`src/rtl/dac_pkg.sv`:
```
`default_nettype none
// ============================================================================
//  Module      : dac_pkg
//  Description : Shared encodings and waveform arithmetic for the DAC sample
//                sequencer.
//  Revision    : 1.0 - initial release
// ============================================================================
package dac_pkg;

  // Waveform select encodings
  localparam logic [1:0] WAVE_SAW = 2'b00;
  localparam logic [1:0] WAVE_TRI = 2'b01;
  localparam logic [1:0] WAVE_SQR = 2'b10;
  localparam logic [1:0] WAVE_DC  = 2'b11;

  // Value placed on dac_control unless overridden
  localparam logic [7:0] DEFAULT_CONTROL_BYTE = 8'h00;

  // Sequencer FSM states
  typedef enum logic [1:0] {
    ST_IDLE = 2'd0,
    ST_REQ  = 2'd1,
    ST_XFER = 2'd2
  } seq_state_e;

  // Result of advancing the waveform by one accepted sample
  typedef struct packed {
    logic [7:0] acc;
    logic       dir_up;
    logic [7:0] data;
  } wave_next_t;

  // Next phase/direction/sample for one accepted tick. The 9-bit sum gives
  // the triangle its saturation flag; sawtooth and square wrap mod 256.
  function automatic wave_next_t wave_step(input logic [1:0] sel,
                                           input logic [7:0] acc,
                                           input logic       dir_up,
                                           input logic [7:0] step);
    wave_next_t r;
    logic [8:0] sum;
    r.acc    = acc;
    r.dir_up = dir_up;
    r.data   = 8'h00;
    sum      = {1'b0, acc} + {1'b0, step};
    case (sel)
      WAVE_SAW: begin
        r.acc  = sum[7:0];
        r.data = sum[7:0];
      end
      WAVE_SQR: begin
        r.acc  = sum[7:0];
        r.data = sum[7] ? 8'hFF : 8'h00;
      end
      WAVE_TRI: begin
        if (dir_up) begin
          if (sum[8]) begin
            r.acc    = 8'hFF;
            r.dir_up = 1'b0;
          end else begin
            r.acc = sum[7:0];
          end
        end else begin
          if (acc < step) begin
            r.acc    = 8'h00;
            r.dir_up = 1'b1;
          end else begin
            r.acc = acc - step;
          end
        end
        r.data = r.acc;
      end
      default: begin
        // DC: level comes straight from step, phase state untouched
        r.data = step;
      end
    endcase
    return r;
  endfunction

endpackage
`default_nettype wire

```
`src/rtl/dac_sample_sequencer_if.sv`:
```
`default_nettype none
// ============================================================================
//  Module      : dac_sample_sequencer_if
//  Description : Sample/handshake bundle between the sequencer and dac_driver.
//  Revision    : 1.0 - initial release
// ============================================================================
interface dac_sample_sequencer_if;
  logic [7:0] dac_data;
  logic [7:0] dac_control;
  logic       dac_begin;
  logic       dac_sync;

  modport master (output dac_data, output dac_control, output dac_begin,
                  input  dac_sync);
  modport slave  (input  dac_data, input  dac_control, input  dac_begin,
                  output dac_sync);
endinterface
`default_nettype wire

```
`src/rtl/rate_tick_gen.sv`:
```
`default_nettype none
// ============================================================================
//  Module      : rate_tick_gen
//  Description : Programmable sample-rate divider; one tick every
//                rate_div+1 enabled clocks.
//  Revision    : 1.0 - initial release
// ============================================================================
module rate_tick_gen #(
  parameter int DIV_WIDTH = 16
) (
  input  wire logic                 clk,
  input  wire logic                 reset,
  input  wire logic                 enable,
  input  wire logic [DIV_WIDTH-1:0] rate_div,
  output logic                      tick
);

  logic [DIV_WIDTH-1:0] div_cnt_q;

  // Divider counter: held at 0 while disabled, wraps after reaching rate_div.
  // Wrapping on >= keeps the counter sane if rate_div is lowered mid-count.
  always_ff @(posedge clk) begin
    if (reset || !enable) begin
      div_cnt_q <= '0;
    end else if (div_cnt_q >= rate_div) begin
      div_cnt_q <= '0;
    end else begin
      div_cnt_q <= div_cnt_q + DIV_WIDTH'(1);
    end
  end

  assign tick = enable && (div_cnt_q == rate_div);

endmodule
`default_nettype wire

```
`src/rtl/dac_sample_sequencer.sv`:
```
`default_nettype none
// ============================================================================
//  Module      : dac_sample_sequencer
//  Description : Periodic waveform sample generator feeding dac_driver; one
//                SPI frame per accepted sample, late samples dropped/flagged.
//  Revision    : 1.0 - initial release
// ============================================================================
module dac_sample_sequencer
  import dac_pkg::*;
#(
  parameter int         DIV_WIDTH    = 16,
  parameter logic [7:0] CONTROL_BYTE = DEFAULT_CONTROL_BYTE
) (
  input  wire logic                 clk,
  input  wire logic                 reset,
  input  wire logic                 enable,
  input  wire logic [1:0]           wave_sel,
  input  wire logic [7:0]           step,
  input  wire logic [DIV_WIDTH-1:0] rate_div,
  output logic                      busy,
  output logic                      sample_missed,
  dac_sample_sequencer_if.master    dac
);

  logic       tick;
  seq_state_e state_q, state_d;
  logic [7:0] acc_q, acc_d;
  logic [7:0] data_q, data_d;
  logic       dir_up_q, dir_up_d;
  logic       begin_q, begin_d;
  logic       missed;
  wave_next_t wave_nxt;

  rate_tick_gen #(
    .DIV_WIDTH (DIV_WIDTH)
  ) u_rate_tick_gen (
    .clk      (clk),
    .reset    (reset),
    .enable   (enable),
    .rate_div (rate_div),
    .tick     (tick)
  );

  assign wave_nxt = wave_step(wave_sel, acc_q, dir_up_q, step);

  // State, phase and output registers
  always_ff @(posedge clk) begin
    if (reset) begin
      state_q  <= ST_IDLE;
      acc_q    <= 8'h00;
      dir_up_q <= 1'b1;
      data_q   <= 8'h00;
      begin_q  <= 1'b0;
    end else begin
      state_q  <= state_d;
      acc_q    <= acc_d;
      dir_up_q <= dir_up_d;
      data_q   <= data_d;
      begin_q  <= begin_d;
    end
  end

  // Next-state logic: accept a tick only when idle and the driver is free;
  // any other tick is dropped without touching the phase.
  always_comb begin
    state_d  = state_q;
    acc_d    = acc_q;
    dir_up_d = dir_up_q;
    data_d   = data_q;
    begin_d  = begin_q;
    missed   = 1'b0;
    case (state_q)
      ST_IDLE: begin
        if (tick) begin
          if (dac.dac_sync) begin
            acc_d    = wave_nxt.acc;
            dir_up_d = wave_nxt.dir_up;
            data_d   = wave_nxt.data;
            begin_d  = 1'b1;
            state_d  = ST_REQ;
          end else begin
            missed = 1'b1;
          end
        end
      end
      ST_REQ: begin
        missed = tick;
        if (!dac.dac_sync) begin
          begin_d = 1'b0;
          state_d = ST_XFER;
        end
      end
      ST_XFER: begin
        missed = tick;
        if (dac.dac_sync) begin
          state_d = ST_IDLE;
        end
      end
      default: begin
        begin_d = 1'b0;
        state_d = ST_IDLE;
      end
    endcase
  end

  assign busy            = (state_q != ST_IDLE);
  assign sample_missed   = missed;
  assign dac.dac_data    = data_q;
  assign dac.dac_control = CONTROL_BYTE;
  assign dac.dac_begin   = begin_q;

endmodule
`default_nettype wire

```
`src/flat_wrapper.sv`:
```
// flat-port wrapper written by rule: the top's interface ports become plain ports
module dac_sample_sequencer_flat import dac_pkg::*;
#(
  parameter int         DIV_WIDTH    = 16,
  parameter logic [7:0] CONTROL_BYTE = DEFAULT_CONTROL_BYTE
)
  (clk, reset, enable, wave_sel, step, rate_div, busy, sample_missed, dac_dac_data, dac_dac_control, dac_dac_begin, dac_dac_sync);
  dac_sample_sequencer_if dac_i ();
  input  wire logic clk;
  input  wire logic reset;
  input  wire logic enable;
  input  wire logic [1:0] wave_sel;
  input  wire logic [7:0] step;
  input  wire logic [DIV_WIDTH-1:0] rate_div;
  output logic busy;
  output logic sample_missed;
  output wire logic [$bits(dac_i.dac_data)-1:0] dac_dac_data;
  output wire logic [$bits(dac_i.dac_control)-1:0] dac_dac_control;
  output wire logic [$bits(dac_i.dac_begin)-1:0] dac_dac_begin;
  input wire logic [$bits(dac_i.dac_sync)-1:0] dac_dac_sync;
  assign dac_dac_data = dac_i.dac_data;
  assign dac_dac_control = dac_i.dac_control;
  assign dac_dac_begin = dac_i.dac_begin;
  assign dac_i.dac_sync = dac_dac_sync;
  dac_sample_sequencer #(.DIV_WIDTH(DIV_WIDTH), .CONTROL_BYTE(CONTROL_BYTE)) u_core (.clk(clk), .reset(reset), .enable(enable), .wave_sel(wave_sel), .step(step), .rate_div(rate_div), .busy(busy), .sample_missed(sample_missed), .dac(dac_i));
endmodule
```
`config.mk`:
```
export PLATFORM = sky130hd
export DESIGN_NAME = dac_sample_sequencer_flat
export DESIGN_NICKNAME = d
export VERILOG_FILES = /design/src/rtl/dac_pkg.sv /design/src/rtl/dac_sample_sequencer_if.sv /design/src/rtl/rate_tick_gen.sv /design/src/rtl/dac_sample_sequencer.sv /design/src/flat_wrapper.sv
export SDC_FILE = /design/constraint.sdc
export NUM_CORES = 1
export LEC_CHECK = 0
export ABC_AREA = 1
export CORE_AREA = 10 10 97 99
export CTS_CLUSTER_SIZE = 10
export DETAILED_ROUTE_END_ITERATION = 8
export DIE_AREA = 0 0 107 109
export PLACE_DENSITY_LB_ADDON = 0.2
export SYNTH_ARGS = -nofsm -noshare
export SYNTH_HDL_FRONTEND = slang
export SYNTH_SLANG_ARGS = --single-unit
```
`constraint.sdc`:
```
create_clock -name clk -period 3.55 [get_ports clk]
set_clock_uncertainty 0.1 [all_clocks]
set_input_delay 0.5325 -clock clk [delete_from_list [all_inputs] [get_ports clk]]
set_output_delay 0.5325 -clock clk [all_outputs]
set_load 0.05 [all_outputs]
```
Yosys cells after proc, flatten, opt, wreduce, memory -nomap -nowiden
Index checks and enable logic that the tools add are counted.
{"block": "op_classes", "add_sub_neg": 3, "order_cmp": 2, "eq_ne": 9, "n_mux": 20, "bitwise": 1, "n_reduce_logical": 15}
{"op": "8-bit two-way mux", "n": 3}
{"op": "8-bit case mux with 3 select lines", "n": 1}
{"op": "16-bit by 1-bit adder with 16-bit output, second input constant", "n": 1}
{"op": "16-bit == test", "n": 1}
{"op": "16-bit >= comparator", "n": 1}
{"op": "8-bit case mux with 2 select lines", "n": 1}
{"op": "4-bit AND reduction", "n": 4}
{"op": "8-bit by 8-bit adder with 9-bit output", "n": 1}
{"op": "9-bit two-way mux", "n": 1}
{"op": "8-bit less-than comparator", "n": 1}
{"op": "2-bit two-way mux", "n": 4}
{"op": "8-bit subtractor", "n": 1}
{"op": "1-bit two-way mux", "n": 7}
{"op": "2-bit != test, second input constant", "n": 3}
{"op": "2-bit case mux with 3 select lines", "n": 1}
{"op": "2-bit OR reduction", "n": 3}
{"op": "2-bit by 1-bit == test with 1-bit output, second input constant", "n": 2}
{"op": "2-bit == test, second input constant", "n": 2}
{"op": "2-bit zero test", "n": 2}
{"op": "2-bit nonzero test", "n": 2}
{"op": "1-bit case mux with 3 select lines", "n": 1}
{"op": "3-bit AND reduction", "n": 1}
{"op": "2-bit by 1-bit != test with 1-bit output, second input constant", "n": 1}
{"op": "1-bit case mux with 2 select lines", "n": 1}
{"op": "4 further kinds", "n": 4}
{"block": "word_totals", "reg_bits": 36, "in_bits": 30, "out_inout_bits": 19, "elab_cells": 56}

Longest topological paths before layout
{"block": "depth", "word_depth": 4, "ltp_mapped": 16, "mapped_depth_nobuf": 15}

By module
From an unflattened synthesis, not the netlist that was laid out.
{"block": "hier_totals", "cells_unflattened": 533, "hier_area_um2": 3453.3}
{"mod": "dac_sample_sequencer", "n_inst": 1, "cells_per_inst": 341, "area_per_inst_um2": 2169.6, "seq_area_each_um2": 400.4}
{"mod": "rate_tick_gen", "n_inst": 1, "cells_per_inst": 192, "area_per_inst_um2": 1283.7, "seq_area_each_um2": 320.3}

Worst setup path after synthesis
OpenSTA, ideal clock, no wires.
{"block": "synth_path", "path_type": "in2out", "start": "input port rate_div[11]", "end": "output port sample_missed", "arrival_ns": 2.354, "required_time_ns": 2.917, "setup_slack_ns": 0.563, "path_stages": 8, "path_buffers": 0, "cell_sequence": "inv_1 ha_1 nand2_2 nor2_4 nand4_2 nor2_2 nand2_2 nor3_1"}
{"block": "synth_via", "elab_chain_len": 4}
{"item": "start: declaration", "line": "flat_wrapper.sv:14", "text": "input wire logic [DIV_WIDTH-1:0] rate_div;"}
{"item": "16-bit == test *", "line": "rate_tick_gen.sv:32", "text": "assign tick = enable && (div_cnt_q == rate_div);"}
{"item": "1-bit logical AND *", "line": "rate_tick_gen.sv:32"}
{"item": "1-bit two-way mux", "line": "dac_sample_sequencer.sv:74", "text": "if (tick) begin"}
{"item": "1-bit case mux with 2 select lines *", "line": "dac_sample_sequencer.sv:72", "text": "case (state_q)"}
{"item": "end: declaration", "line": "flat_wrapper.sv:16", "text": "output logic sample_missed;"}
Mark *: on every way between the ends. The rest lies on a longest branch, timed or not.

Worst setup path after layout
{"block": "layout_path", "start": "input port rate_div[3]", "end": "output port sample_missed"}
The elaborated chain is that of the path after synthesis.

==> impl_metrics.json <==
{
  "status": "finished clean",
  "cts-buffers-inserted": 5,
  "die_h_um": 109,
  "period_share": 0.838,
  "rsz0062_at_grt": "false",
  "drtAntennaViolNets": 0,
  "drv_slew": 0,
  "num_rows": 32,
  "io_pins": 49,
  "hold_buffers": 0,
  "dpl_cell_area_sq_um": 3780,
  "first_iter_violations": 177,
  "cpMaxStageDelayCell": "clkdlybuf4s50_1",
  "antenna_found_initial": 0,
  "wire_per_inst_um": 12.5,
  "path_cells": "clkdlybuf4s50_1, inv_1, ha_1, nand2_1, nor2_1, nand2_1, nor2_2, nand2_2, nor3_1, buf_12",
  "switching_share": 0.280,
  "drv_cap": 0,
  "cellInternalPower_uw": 624,
  "synth_area_sq_um": 3310,
  "cts_tree": "done",
  "clk_path_buf_depth": 2,
  "grt_max_degree": 17,
  "num_vias": 3203,
  "die_area_sq_um": 11700,
  "first_pass_iters": 5,
  "tns_ps": 0,
  "hpwlAfterDp_um": 6840,
  "pwr_density_cell_nw_per_um2": 224,
  "min_path_type": "flip-flop to flip-flop",
  "arrival_ps": 2340,
  "drc": 0,
  "critical_path_class": "input pin to output pin",
  "diodes": 0,
  "overflow": 0,
  "synth_seq_area_share": 0.218,
  "synth.distinct_cells": 38,
  "coreArea_sq_um": 7530,
  "cp_max_fo": 4,
  "first_global_vias": 2973,
  "start_util": 0.440,
  "reg2reg_depth": 11,
  "drive_gt1_frac": 0.0718,
  "clock_latency_ps": 280,
  "fin_crit_ps": 2980,
  "ir_drop_mv": 0.121,
  "ys_seq_elements": 36,
  "leakagePower_uw": 0.00189,
  "hold_viol": 0,
  "portBuffers": 40,
  "tightestPinTransition_ps": 698,
  "yosys_warnings": 0,
  "cts_setup_buffers": 0,
  "p_sw_uw": 242,
  "place_congestion": 0.870,
  "hold_depth": 1,
  "h-tree-depth": 2,
  "syn_area_per_cell_sq_um": 6.42,
  "clock-sinks": 36,
  "grt_util_all_layers": 0.141,
  "clk_pin_slew_ps": 70,
  "syn_to_final_growth_pct": 16.8,
  "p_comb_frac": 0.186,
  "max_slew_margin": 0.535,
  "cts.repair.resized": 0,
  "final_nets": 626,
  "grt_pass1_wl_um": 13700,
  "final_area_sq_um": 3870,
  "wl_um": 8260,
  "die_w_um": 107,
  "cts-root-buf": "clkbuf_8",
  "clockPowerShare": 0.346,
  "cp-start-kind": "input pin",
  "max_stage_delay_ps": 450,
  "path_common_cell": "nand2_1",
  "finalSetupViolCount": 0,
  "viasPerCell": 4.86,
  "crit_required_ps": 2920,
  "whs_ps": 371,
  "power_frac_seq": 0.468,
  "crit_path_end_kind": "output pin",
  "timing.fmax_mhz": 336,
  "syn_inst": 516
}
cell families after synthesis:
kind of cell             after synthesis  share of synthesized area
AND/OR/NAND/NOR                      260                      0.354
adder cells (fa/ha/maj)               40                      0.156
flip-flops                            36                      0.218
buffers and inverters                110                      0.140
other                                  1                    0.00113
AO/OA/AOI/OAI                         53                     0.0892
XOR/XNOR                              16                     0.0423
synth_stat cells:
master,n,share of area
a2111oi_0,1,0.0026
a21oi_1,23,0.035
a21oi_2,2,0.0053
a22oi_1,1,0.0023
and2_1,1,0.0019
buf_2,4,0.0060
buf_4,9,0.020
buf_6,1,0.0034
clkinv_1,1,0.0011
clkinv_4,1,0.0026
conb_1,1,0.0011
dfxtp_1,36,0.22
fa_1,2,0.012
ha_1,38,0.14
inv_1,84,0.095
inv_2,10,0.011
nand2_1,118,0.13
nand2_2,3,0.0057
nand3_1,39,0.059
nand3_2,5,0.015
nand3_4,1,0.0053
nand3b_1,1,0.0023
nand4_1,7,0.013
nand4_2,1,0.0038
nor2_1,64,0.073
nor2_2,6,0.011
nor2_4,2,0.0068
nor3_1,6,0.0091
nor3_4,1,0.0049
nor4_1,4,0.0076
o21a_1,4,0.0091
o21ai_0,6,0.0091
o21ai_1,14,0.021
o21ai_2,1,0.0026
o21bai_1,1,0.0023
or2_1,1,0.0019
xnor2_1,5,0.013
xor2_1,11,0.029
path summary, 6_finish.rpt:
kind                                       start                                  end  slack [ps]
max                                  rate_div[3]                        sample_missed         570
min          u_core.u_rate_tick_gen.div_cnt_q[0]  u_core.u_rate_tick_gen.div_cnt_q[0]         370
max reg2reg  u_core.u_rate_tick_gen.div_cnt_q[0]               u_core.dac.dac_data[2]        1320
min reg2reg  u_core.u_rate_tick_gen.div_cnt_q[0]  u_core.u_rate_tick_gen.div_cnt_q[0]         370
layer usage:
| metal | wire length, um | track usage | share of wire | vias up |
|---|---|---|---|---|
| li1 | - | - | - | 1692 |
| met5 | 0 | 0 | 0 | - |
| met4 | 70 | 0.0348 | 0.0085 | 0 |
| met3 | 417 | 0.0271 | 0.051 | 6 |
| met2 | 3670 | 0.226 | 0.44 | 79 |
| met1 | 4100 | 0.191 | 0.50 | 1426 |
state kept, by name (all words and copies together), names as in the netlist:
| register | count |
|---|---|
| u_core.dac.dac_begin | 1 |
| u_core.dir_up_q | 1 |
| u_core.dac.dac_data | 8 |
| u_core.u_rate_tick_gen.div_cnt_q | 16 |
| u_core.acc_q | 8 |
| u_core.state_q | 2 |
layout make-up:
class	instances	area, sq um
multi-input cells	377	2150
fillers	798	3660
inverters	96	365
flip-flops and latches	36	721
well taps	102	128
repair buffers	40	410
clock buffers	8	90.1
placed cells by master, fill, tap and decap left out, types with 3 or more instances in the layout:
| master | n |
|---|---|
| nand2_1 | 118 |
| inv_1 | 84 |
| nor2_1 | 64 |
| nand3_1 | 39 |
| clkdlybuf4s50_1 | 39 |
| ha_1 | 38 |
| dfxtp_1 | 36 |
| a21oi_1 | 23 |
| o21ai_1 | 14 |
| xor2_1 | 11 |
| inv_2 | 10 |
| conb_1 | 8 |
| nand4_1 | 7 |
| nor2_2 | 6 |
| nor3_1 | 6 |
| o21ai_0 | 6 |
| clkbuf_8 | 6 |
| nand3_2 | 5 |
| xnor2_1 | 5 |
| o21a_1 | 4 |
| nor4_1 | 4 |
| nand2_2 | 3 |
worst max-delay path: cells and delay by family:
kind / cells / cell delay, ps
buffers and inverters: 3 / 670
and+or+nand+nor: 6 / 860
adders and majority gates: 1 / 280
stage by stage:
stage                      util  power [uW]  worst slack, ps  std cells
final                     0.514         866              574        659
after global routing      0.514         915              401        659
after floorplan               -         524              563        523
after CTS                 0.514         876              561        659
after global placement    0.502         574              595        651
after detailed placement  0.502         575              558        651
power groups by stage:
stage | logic [uW] | registers (uW) | clock network (uW)
after floorplan | 109 | 415 | 0
after global placement | 158 | 415 | 0
after detailed placement | 160 | 415 | 0
after CTS | 160 | 406 | 309
after global routing | 180 | 406 | 329
final | 161 | 406 | 300
Power figures use the tool's default switching activity.
